File: src/rtl/instruction_fetch_unit_pkg.sv
// Shared constants and state encoding for the instruction fetch stage.
package instruction_fetch_unit_pkg;

    localparam logic [31:0] RESET_PC = 32'h0000_0000;
    localparam logic [31:0] NOP      = 32'h0000_0013;  // addi x0,x0,0

    typedef enum logic [1:0] {
        FETCH_BOOT          = 2'd0,
        FETCH_RUN           = 2'd1,
        FETCH_REDIRECT_WAIT = 2'd2
    } fetch_state_e;

endpackage

File: src/rtl/instruction_fetch_unit_pc_select.sv
// Combinational next-PC and redirect-register selection for the fetch stage.
module pc_select_unit
    import instruction_fetch_unit_pkg::*;
(
    input  fetch_state_e state,
    input  logic [31:0]  pc,
    input  logic [31:0]  redirect,
    input  logic         branch_taken,
    input  logic [31:0]  branch_target,
    input  logic         stall,
    input  logic         mem_busy,
    output logic [31:0]  pc_next,
    output logic [31:0]  redirect_next
);

    always_comb begin
        pc_next       = pc;
        redirect_next = redirect;
        case (state)
            FETCH_RUN: begin
                if (mem_busy) begin
                    if (branch_taken) begin
                        redirect_next = branch_target;
                    end
                end else if (branch_taken) begin
                    pc_next = branch_target;
                end else if (!stall) begin
                    pc_next = pc + 32'd4;
                end
            end
            FETCH_REDIRECT_WAIT: begin
                // A branch in the completion cycle still wins over the older pending target.
                if (branch_taken) begin
                    redirect_next = branch_target;
                end
                if (!mem_busy) begin
                    pc_next = branch_taken ? branch_target : redirect;
                end
            end
            default: begin
                pc_next = pc;
            end
        endcase
    end

endmodule

File: src/rtl/instruction_fetch_unit.sv
// RV32IM fetch stage: PC, instruction requests, redirect handling and squash to NOP.
module instruction_fetch_unit
    import instruction_fetch_unit_pkg::*;
(
    input  logic        CLK,
    input  logic        RESET,
    input  logic        BRANCH_TAKEN,
    input  logic [31:0] BRANCH_TARGET,
    input  logic        STALL,
    output logic        IMEM_READ,
    output logic [31:0] IMEM_ADDRESS,
    input  logic [31:0] IMEM_READDATA,
    input  logic        IMEM_BUSYWAIT,
    output logic [31:0] OUT_INSTRUCTION,
    output logic [31:0] OUT_PC,
    output logic        BUSYWAIT
);

    fetch_state_e state_q, state_d;
    logic [31:0]  pc_q, pc_d;
    logic [31:0]  redirect_q, redirect_d;
    logic         imem_read_q, imem_read_d;
    logic [31:0]  target_aligned;

    assign target_aligned = BRANCH_TARGET & ~32'h3;

    pc_select_unit u_pc_select (
        .state         (state_q),
        .pc            (pc_q),
        .redirect      (redirect_q),
        .branch_taken  (BRANCH_TAKEN),
        .branch_target (target_aligned),
        .stall         (STALL),
        .mem_busy      (IMEM_BUSYWAIT),
        .pc_next       (pc_d),
        .redirect_next (redirect_d)
    );

    always_comb begin
        state_d = state_q;
        case (state_q)
            FETCH_BOOT: begin
                state_d = FETCH_RUN;
            end
            FETCH_RUN: begin
                if (IMEM_BUSYWAIT && BRANCH_TAKEN) begin
                    state_d = FETCH_REDIRECT_WAIT;
                end
            end
            FETCH_REDIRECT_WAIT: begin
                if (!IMEM_BUSYWAIT) begin
                    state_d = FETCH_RUN;
                end
            end
            default: begin
                state_d = FETCH_BOOT;
            end
        endcase
        imem_read_d = (state_d != FETCH_BOOT);
    end

    always_ff @(posedge CLK or posedge RESET) begin
        if (RESET) begin
            state_q     <= FETCH_BOOT;
            pc_q        <= RESET_PC;
            redirect_q  <= 32'h0000_0000;
            imem_read_q <= 1'b0;
        end else begin
            state_q     <= state_d;
            pc_q        <= pc_d;
            redirect_q  <= redirect_d;
            imem_read_q <= imem_read_d;
        end
    end

    assign IMEM_READ    = imem_read_q;
    assign IMEM_ADDRESS = pc_q;
    assign OUT_PC       = pc_q;
    assign BUSYWAIT     = imem_read_q & IMEM_BUSYWAIT;

    // Anything fetched outside normal run, or on the wrong path of a taken branch, becomes a bubble.
    assign OUT_INSTRUCTION = ((state_q != FETCH_RUN) || BRANCH_TAKEN) ? NOP : IMEM_READDATA;

endmodule

File: config.mk
export PLATFORM = sky130hd
export DESIGN_NAME = instruction_fetch_unit
export DESIGN_NICKNAME = d
export VERILOG_FILES = /design/src/rtl/instruction_fetch_unit_pkg.sv /design/src/rtl/instruction_fetch_unit_pc_select.sv /design/src/rtl/instruction_fetch_unit.sv
export SDC_FILE = /design/constraint.sdc
export NUM_CORES = 1
export LEC_CHECK = 0
export BUFFER_PORTS_ARGS = -buffer_cell sky130_fd_sc_hd__buf_2
export CAP_MARGIN = 30
export CORE_MARGIN = 1
export CORE_UTILIZATION = 50
export CTS_BUF_LIST = sky130_fd_sc_hd__clkbuf_8 sky130_fd_sc_hd__clkbuf_16
export DETAILED_ROUTE_END_ITERATION = 6
export GPL_ROUTABILITY_DRIVEN = 0
export PLACE_DENSITY = 0.82
export SYNTH_ARGS = -nofsm -noshare
export SYNTH_HDL_FRONTEND = slang
export SYNTH_SLANG_ARGS = --single-unit
File: constraint.sdc
create_clock -name CLK -period 4.9 [get_ports CLK]
set_input_delay 0.245 -clock CLK [delete_from_list [all_inputs] [get_ports CLK]]
set_output_delay 0.245 -clock CLK [all_outputs]
set_load 0.005 [all_outputs]
==> summary.md <==
| Metric | Value |
|---|---|
| Max Cap Violations | `0` |
| Lkg Pwr | `2.37 nW` |
| PwrDens | `603 nW/um^2` |
| Fin Clk Skew | `9.60 ps` |
| Worst-skew pair later-pin latency | `340 ps` |
| Post-synth top cells | `dfrtp_1, o21ai_0, buf_4` |
| Post-Route Hold Slack | `144 ps` |
| Die ar. | `8650 sq um` |
| Worst setup SP type | `register` |
| Worst-case clock buffer depth | `2` |
| Largest net degree at the start of global routing | `68` |
| Max-slew violations | `0` |
| Peak supply drop | `0.315 mV` |
| NumNets Final | `641` |
| IO buf count | `164` |
| # setup viols final | `0` |
| Routed vias | `3,944` |
| Initial Utilization | `52.5%` |
| Critical path type | `reg -> reg` |
| Synth top area share | `40.5%` |
| Synthesized area per cell | `9.29 sq um` |
| Remaining DRCs | `0` |
| Ant. Diodes | `0` |
| Syn-to-layout area delta | `21.0%` |
| Final HPWL DP | `7.83 mm` |
| Die W | `93.0 um` |
| Root buf cell | `clkbuf_8` |
| Worst Tran Pin Value | `1020 ps` |
| GRT Overall Usage | `26.7%` |
| Fin crit share | `59.7%` |
| Post-synth EDFFs | `0` |
| Cell Chain, Critical Path | `inv_1 -> ha_1 -> nor2_1 -> and3_1 -> o21ai_0 -> a21oi_1 -> a211oi_1` |
| Fmax | `0.342 GHz` |
| Cts bufs inserted | `9` |
| Placed cell area | `4770 sq um` |
| Post-synth top flop | `dfrtp_1` |
| Initial antenna violation count | `0` |
| CTS resizes | `0` |
| Layout cells sized above 1 | `39.9%` |
| Initial DRC Count | `269` |
| Cell with the most instances after synthesis | `dfrtp_1` |
| Worst Hold Class | `in -> reg` |
| Yosys reg bits | `67` |
| Post-DRT Antenna Nets | `0` |
| RSZ-0062 raised after global routing | `no` |
| Max-slew headroom | `32.2%` |
| Final Instance Area | `5010 sq um` |
| Crit path max fanout | `20` |
| Netlist cell types | `52` |
| Final hold vios | `0` |
| Drt first pass iters | `5` |
| Post-CTS setup buffers | `0` |
| Syn nets | `521` |
| Worst stage delay on the critical path | `730 ps` |
| Core Area | `7890 sq um` |
| Quantity of hold-fixing buffers added after cts | `0` |
| Synth async-reset ratio | `100%` |
| Required time worst endpoint | `5080 ps` |
| Finished Core Util | `63.5%` |
| CTS clk-pin slew, worst paths | `80 ps` |
| Clock tree sinks | `67` |
| H-tree levels | `3` |
| Die height | `93.0 um` |
| CTS tree | `yes` |
| Floorplan row count | `32` |
| Final wirelength | `11.5 mm` |
| Seq/Total Area, Yosys | `40.5%` |
| Vias per cell | `5.86` |
| Overflow after GRT | `0` |
| Area contributors post-synth | `dfrtp_1, mux2_2, buf_4` |
| Drt wl/cell | `17.1 um` |
| Synth Instances | `446` |
| Mapped Area | `4140 sq um` |
| I/O pin cnt | `167` |
| First-pass GRT wire length | `18.2 mm` |
| Fin Setup TNS | `0 ps` |
| Critical Path End Type | `register` |
| Slowest-stage cell, CP | `nor2_1` |
| Synth warnings | `0` |
| Vias in the first global route | `3,628` |
| Critical Path AT | `3100 ps` |
| Min Tclk post-route | `2930 ps` |
| Yosys top cell by area | `dfrtp_1` |
| Status | `finished, final reports clean` |
[layout by cell type, fill, tap and decap left out, types with 5 or more instances in the layout]
cell type	instances
nand3_1	8
o22ai_1	5
and2_1	33
ha_1	6
o21ai_0	47
nand2_1	28
nand4_1	5
dfrtp_1	67
buf_4	5
buf_2	164
inv_1	8
a31oi_1	11
mux2_2	31
nor4_1	9
a22o_1	7
a21oi_1	18
and3_1	8
o2bb2ai_1	7
clkbuf_8	9
nor2_1	27
[power by group]
part | total [W] | switching (W) | internal [W]
combinational | 0.00136 | 0.000727 | 0.000629
clock | 0.000555 | 0.000218 | 0.000337
sequential | 0.00111 | 0.000294 | 0.000816
[metal layers]
layer | GRT usage [%] | vias to the layer above | wire, um
met5 | 0 | - | 0
met4 | 7.05 | 0 | 132
met3 | 5.53 | 13 | 760
met2 | 44.1 | 198 | 5710
met1 | 35.8 | 1892 | 4910
li1 | - | 1841 | -
[path summary, 6_finish.rpt]
kind | endpoint | startpoint | slack (ps) | cells past startpoint
setup / recovery | IMEM_ADDRESS[17] | state_q[0] | 1970 | 7
hold / removal | redirect_q[4] | BRANCH_TARGET[4] | 140 | 2
setup reg to reg | IMEM_ADDRESS[17] | state_q[0] | 1970 | 7
hold reg to reg | redirect_q[1] | redirect_q[1] | 500 | 1
max in group asynchronous | IMEM_ADDRESS[19] | RESET | 4190 | 3
min in group asynchronous | redirect_q[4] | RESET | 150 | 3
[worst max-delay path: cells and delay by family, from the launching register on]
family	cells	cell delay, ps
flip-flops	1	440
AND/OR/NAND/NOR	2	1320
adder cells (fa/ha/maj)	1	450
AO/OA/AOI/OAI	3	450
buffers and inverters	1	90
[state kept, by name, indices dropped and copies added, names as in the netlist]
name / flops
IMEM_ADDRESS: 32
IMEM_READ: 1
redirect_q: 32
state_q: 2
[cells by family (layout without fill, tap and decap cells)]
| family | Yosys count | count (layout) | synth area share (%) |
|---|---|---|---|
| AO/OA/AOI/OAI | 128 | 128 | 20.2 |
| adder cells (fa/ha/maj) | 6 | 6 | 1.81 |
| buffers and inverters | 70 | 195 | 9.64 |
| flip-flops | 67 | 67 | 40.5 |
| multiplexers | 33 | 33 | 8.91 |
| AND/OR/NAND/NOR | 142 | 142 | 19.0 |
[per-stage QoR]
step	std cells	power (W)	setup WS, ps
after floorplan	446	0.00207	2820
after global placement	656	0.00237	2220
after detailed placement	656	0.00245	2030
after CTS	672	0.00301	2010
after global routing	673	0.00324	1810
final	673	0.00302	1970
[final cells by class]
type,instances,area (sq um)
flip-flops and latches,67,1680
fillers,686,2880
well taps,102,128
inverters,9,33.8
clock inverters,7,116
repair buffers,170,863
clock buffers,9,124
multi-input cells,309,2070
No activity file was read; power rests on OpenSTA's default activity.
